--- config.mk ---
export PLATFORM = sky130hd
export DESIGN_NAME = vga_fb_scanner
export DESIGN_NICKNAME = d
export VERILOG_FILES = /design/src/rtl/vga_fb_scanner.sv
export SDC_FILE = /design/constraint.sdc
export NUM_CORES = 1
export LEC_CHECK = 0
export ABC_CLOCK_PERIOD_IN_PS = 2000
export BUFFER_PORTS_ARGS = -buffer_cell sky130_fd_sc_hd__buf_2
export CORE_MARGIN = 8
export CORE_UTILIZATION = 45
export CTS_BUF_LIST = sky130_fd_sc_hd__clkbuf_4 sky130_fd_sc_hd__clkbuf_8
export DETAILED_ROUTE_END_ITERATION = 8
export PLACE_DENSITY = 0.82
export SYNTH_ARGS = -nofsm -noshare
export SYNTH_HDL_FRONTEND = slang
export SYNTH_SLANG_ARGS = --single-unit
--- constraint.sdc ---
create_clock -name clk -period 2 [get_ports clk]
set_input_delay 0.3 -clock clk [delete_from_list [all_inputs] [get_ports clk]]
set_output_delay 0.3 -clock clk [all_outputs]
set_load 0.02 [all_outputs]
--- src/rtl/vga_fb_scanner.sv ---
// 640x480@60 framebuffer scan-out: raster address generation, sync timing, RGB realignment.
// Optional colour-bar generator enabled by VGA_FB_TEST_PATTERN_EN.
module vga_fb_scanner #(
  parameter int          H_ACTIVE = 640,
  parameter int          H_FP     = 16,
  parameter int          H_SYNC   = 96,
  parameter int          H_BP     = 48,
  parameter int          V_ACTIVE = 480,
  parameter int          V_FP     = 10,
  parameter int          V_SYNC   = 2,
  parameter int          V_BP     = 33,
  parameter int          IMG_W    = 256,
  parameter int          IMG_H    = 256,
  parameter int          IMG_X0   = 192,
  parameter int          IMG_Y0   = 112,
  parameter int          RAM_LAT  = 1,
  parameter logic [23:0] BORDER   = 24'h000000
) (
  input  logic        clk,
  input  logic        reset,
  input  logic        enable,
  output logic [15:0] fb_addr,
  input  logic [31:0] fb_data,
  input  logic        pattern_sel,
  output logic        hsync,
  output logic        vsync,
  output logic        de,
  output logic [23:0] rgb,
  output logic        frame_start
);

  localparam int H_TOTAL = H_ACTIVE + H_FP + H_SYNC + H_BP;
  localparam int V_TOTAL = V_ACTIVE + V_FP + V_SYNC + V_BP;
  localparam int HW      = $clog2(H_TOTAL);
  localparam int VW      = $clog2(V_TOTAL);
  localparam int XW      = $clog2(IMG_W);
  localparam int YW      = 16 - XW;

  typedef struct packed {
    logic       hs;
    logic       vs;
    logic       vis;
    logic       img;
    logic       first;
`ifdef VGA_FB_TEST_PATTERN_EN
    logic [2:0] bar;
`endif
  } flg_t;

  logic [HW-1:0] h_cnt;
  logic [VW-1:0] v_cnt;
  logic          h_last;
  logic          v_last;
  logic          en_q;
  logic          in_img;
  logic [XW-1:0] x_off;
  logic [YW-1:0] y_off;
  logic [15:0]   addr_q;
  flg_t          cur;
  flg_t          pipe [RAM_LAT];
  flg_t          d;
  logic [23:0]   pix;
  logic          unused_ok;

  assign h_last = (h_cnt == HW'(H_TOTAL - 1));
  assign v_last = (v_cnt == VW'(V_TOTAL - 1));

  always_ff @(posedge clk) begin
    if (reset) begin
      h_cnt <= '0;
      v_cnt <= '0;
      en_q  <= 1'b0;
    end else begin
      h_cnt <= h_last ? '0 : h_cnt + HW'(1);
      if (h_last)
        v_cnt <= v_last ? '0 : v_cnt + VW'(1);
      if (h_last && v_last)
        en_q <= enable;
    end
  end

  assign in_img = en_q
    && (h_cnt >= HW'(IMG_X0))
    && (h_cnt <= HW'(IMG_X0 + IMG_W - 1))
    && (v_cnt >= VW'(IMG_Y0))
    && (v_cnt <= VW'(IMG_Y0 + IMG_H - 1));

  // IMG_W is a power of two, so the row offset is a plain concatenation
  assign x_off   = XW'(h_cnt) - XW'(IMG_X0);
  assign y_off   = YW'(v_cnt) - YW'(IMG_Y0);
  assign fb_addr = in_img ? {y_off, x_off} : addr_q;

  always_ff @(posedge clk) begin
    if (reset)
      addr_q <= '0;
    else
      addr_q <= fb_addr;
  end

  always_comb begin
    cur       = '0;
    cur.hs    = (h_cnt >= HW'(H_ACTIVE + H_FP))
             && (h_cnt <= HW'(H_ACTIVE + H_FP + H_SYNC - 1));
    cur.vs    = (v_cnt >= VW'(V_ACTIVE + V_FP))
             && (v_cnt <= VW'(V_ACTIVE + V_FP + V_SYNC - 1));
    cur.vis   = (h_cnt < HW'(H_ACTIVE)) && (v_cnt < VW'(V_ACTIVE));
    cur.img   = in_img;
    cur.first = (h_cnt == '0) && (v_cnt == '0);
`ifdef VGA_FB_TEST_PATTERN_EN
    cur.bar   = 3'(h_cnt / HW'(H_ACTIVE / 8));
`endif
  end

  // sync flags travel active-high so a cleared stage means "inactive"
  always_ff @(posedge clk) begin
    if (reset) begin
      for (int i = 0; i < RAM_LAT; i++)
        pipe[i] <= '0;
    end else begin
      pipe[0] <= cur;
      for (int i = 1; i < RAM_LAT; i++)
        pipe[i] <= pipe[i-1];
    end
  end

  assign d = pipe[RAM_LAT-1];

  always_comb begin
    pix = 24'h0;
    if (d.img)
      pix = fb_data[23:0];
    else if (d.vis)
      pix = BORDER;
`ifdef VGA_FB_TEST_PATTERN_EN
    if (pattern_sel && d.vis)
      pix = {{8{~d.bar[1]}}, {8{~d.bar[2]}}, {8{~d.bar[0]}}};
`endif
  end

`ifdef VGA_FB_TEST_PATTERN_EN
  assign unused_ok = ^fb_data[31:24];
`else
  assign unused_ok = ^{fb_data[31:24], pattern_sel};
`endif

  always_ff @(posedge clk) begin
    if (reset) begin
      hsync       <= 1'b1;
      vsync       <= 1'b1;
      de          <= 1'b0;
      rgb         <= 24'h0;
      frame_start <= 1'b0;
    end else begin
      hsync       <= ~d.hs;
      vsync       <= ~d.vs;
      de          <= d.vis;
      rgb         <= pix;
      frame_start <= d.first;
    end
  end

endmodule

==> run metrics <==
critical path type register to output port; Worst Tran Pin Value 1.09 ns; RSZ-0062 raised after global routing yes; Rel. slew slack 0.274; Syn Nets 366; critical path's top delay family compound AO/OA/AOI/OAI gates; GR peak layer met2; met3 global-route usage 0.0566; EDFF count, synth 0; Yosys top cell by area dfxtp_1; Total Power 0.00280 W; Hold Vio Cnt, Final 0; IO Count 80; maximum clock frequency 0.429 GHz; Overflow after GRT 0; Clk pin slew, worst setup/hold paths 0.08 ns; data required time of the critical path 1.70 ns; routed wire length 9.00 mm; antenna violations before repair 0; routed vias/inst 5.34; Core Rows 30; Filler Cells Inserted 505; die area 0.0101 mm2; Core ar. 0.00683 mm2; TritonCTS clock tree yes; reg2reg setup slack 0.03 ns; number of global-route vias before repair 2890; all-layer global routing usage 0.175; starting density of the core 0.470; met2 Use GR 0.300; clock latency on the worst-skew pair 0.34 ns; post-synth top area share 0.437; worst hold path class primary input to register; CTS max path bufs 2; Detail Route Antenna Nets 0; largest net degree at the start of global routing 26; Mapped Cells 320; final worst setup slack -0.333 ns; Avg Synthesized Cell Area 10.0 um2; DRT Pass-1 Iters 4; Worst setup SP type register; drt initial violations 257; htree depth 3; slowest stage delay, CP 0.46 ns; CP endpoint kind output port; warnings from Yosys 0; worst vdd ir 331 uV; critical path endpoint fb_addr[7]; grt met1 use 0.183; Seq/Total Area, Yosys 0.437; GP Congestion 0.870; Die X 100 um; clock skew 0.0125 ns; status complete, but fails checks; DPL Wire Length 5.73 mm; Period minus WS final 2.33 ns; leak pwr 2.06 nW; Area growth syn-to-layout 46.6%; Cell variety after synth 50; most common cell after layout, fill and taps aside dfxtp_1; commonest cells after routing, fill and taps aside 59 x dfxtp_1, 57 x buf_2, 48 x buf_4, 25 x and2_1; CP cell instances inv_4, ha_4, nand2_4, o311a_4, buf_12, o31ai_4, nand2_2, buf_6; PwrDens 595 mW/mm2; share of cells above drive strength 1 0.473; Worst Path Max Fanout 7; Slowest-stage cell, CP o311a_4; crit share post-route 1.17; Die Span Y 100 um; # DRC 0; asr flop ratio synth 0; # hold bufs at CTS 0; port bufs 70; Yosys reg bits 70; WP buf/inv 3; critical path arrival 2.03 ns; Critical R2R Capture addr_q[15]$_SDFF_PP0_; routed wire length per instance 16.7 um; root buffer cell clkbuf_8; Nets 485; failing checks negative setup slack; Top FF cell, synth dfxtp_1; Crit path depth 8; Inserted Clock Buffers 9; first-pass GRT wire length 13.8 mm; R2R cell count 10; Reg-to-Reg Start v_cnt[4]$_SDFFE_PP0N_; number of diodes 0; Layout Cells excl Fill 540; CP startpoint v_cnt[4]$_SDFFE_PP0N_; max-cap violations 0; Final Max Slew Viols 0; ranking of synthesized cells by area dfxtp_1 44%, o31ai_4 6.0%, and2_1 4.9%; Setup Slack @ Placement -0.0552 ns; clock sinks 70; dpl cells 506; Final Core Density 0.689; final setup vio count 16; routed via count 2881; Mapped Area 0.00321 mm2
==> kinds of logic (layout without fill, tap and decap cells) <==
group	Yosys count	count (layout)	share of synthesized area
compound gates	56	57	0.176
buf+inv	35	158	0.0651
fa+ha+maj	10	10	0.0390
flops	70	70	0.437
simple gates	132	132	0.235
xor+xnor	14	14	0.0382
mux	3	3	0.00936
==> per-stage QoR <==
step / instance area, um2 / TNS (ns) / hold slack, ns
floorplan: 3280 / 0 / 0.356
global placement: 4000 / -0.116 / 0.359
detailed placement: 4000 / -0.366 / 0.363
CTS: 4560 / -4.68 / 0.139
global route: 4710 / -6.05 / 0.140
finish: 4710 / -4.89 / 0.156
==> report_power, final <==
part,switching [W],internal [W]
Sequential,0.00000559,0.00140
Combinational,0.0000450,0.0000453
Clock,0.000537,0.000770
==> worst min-delay path by stage <==
stage	startpoint	end	slack, ns	cells after the start
after floorplan	pipe[0][4]$_SDFF_PP0_	hsync$_SDFF_PP1_	0.36	1
after global placement	pipe[0][4]$_SDFF_PP0_	hsync$_SDFF_PP1_	0.36	1
after detailed placement	pipe[0][3]$_SDFF_PP0_	vsync$_SDFF_PP1_	0.36	1
after CTS	fb_data[6]	rgb[6]$_SDFF_PP0_	0.14	2
after global routing	fb_data[5]	rgb[5]$_SDFF_PP0_	0.14	2
final	fb_data[6]	rgb[6]$_SDFF_PP0_	0.16	2
==> state kept, by name, indices dropped and copies added (netlist names) <==
register     cells
h_cnt           10
frame_start      1
vsync            1
hsync            1
addr_q          16
pipe             5
en_q             1
rgb             24
de               1
v_cnt           10
==> routing by layer <==
metal | up-vias | part of all wire
met3 | 26 | 0.084
met5 | - | 0
li1 | 1367 | -
met2 | 136 | 0.48
met1 | 1352 | 0.40
met4 | 0 | 0.030
==> Yosys cell counts (all sizes together), types with 2 or more instances <==
cell type  count
inv           12
nand2b         3
nand4         24
a21oi         17
ha            10
nand3          8
mux2i          3
o21ai          8
o21ba          2
nand2         22
or4            3
nor2b          3
xnor2          7
and3           2
nor2          24
dfxtp         70
or3            3
nor3           4
clkbuf         8
xor2           7
nor4           4
buf           15
o31ai         17
and2          25
==> repair_timing <==
| action | in CTS | in global routing |
|---|---|---|
| cloned | 1 | 1 |
| gates resized for setup | 57 | 18 |
| setup buffers | 11 | 5 |
| endpoints found under the setup margin | 16 | 24 |
| pin swaps | 15 | 9 |
==> worst reg2reg max path, cell delays in order, from the launching register on <==
cell,delay (ns)
dfxtp_4,0.37
inv_4,0.07
ha_4,0.14
nand2_4,0.07
o311a_4,0.46
buf_12,0.17
o31ai_4,0.19
buf_4,0.15
buf_4,0.09
buf_4,0.09
a21oi_1,0.05
==> cell type report <==
cell class                      count  area, um2  share of cell area
Tap cell                           96        120              0.0255
Timing Repair Buffer              130       1020               0.217
Clock buffer                       11        151              0.0322
Sequential cell                    70       1430               0.303
Clock inverter                      5       81.3              0.0173
Multi-Input combinational cell    216       1860               0.395
Inverter                           12       47.5              0.0101
Power figures use the tool's default switching activity.
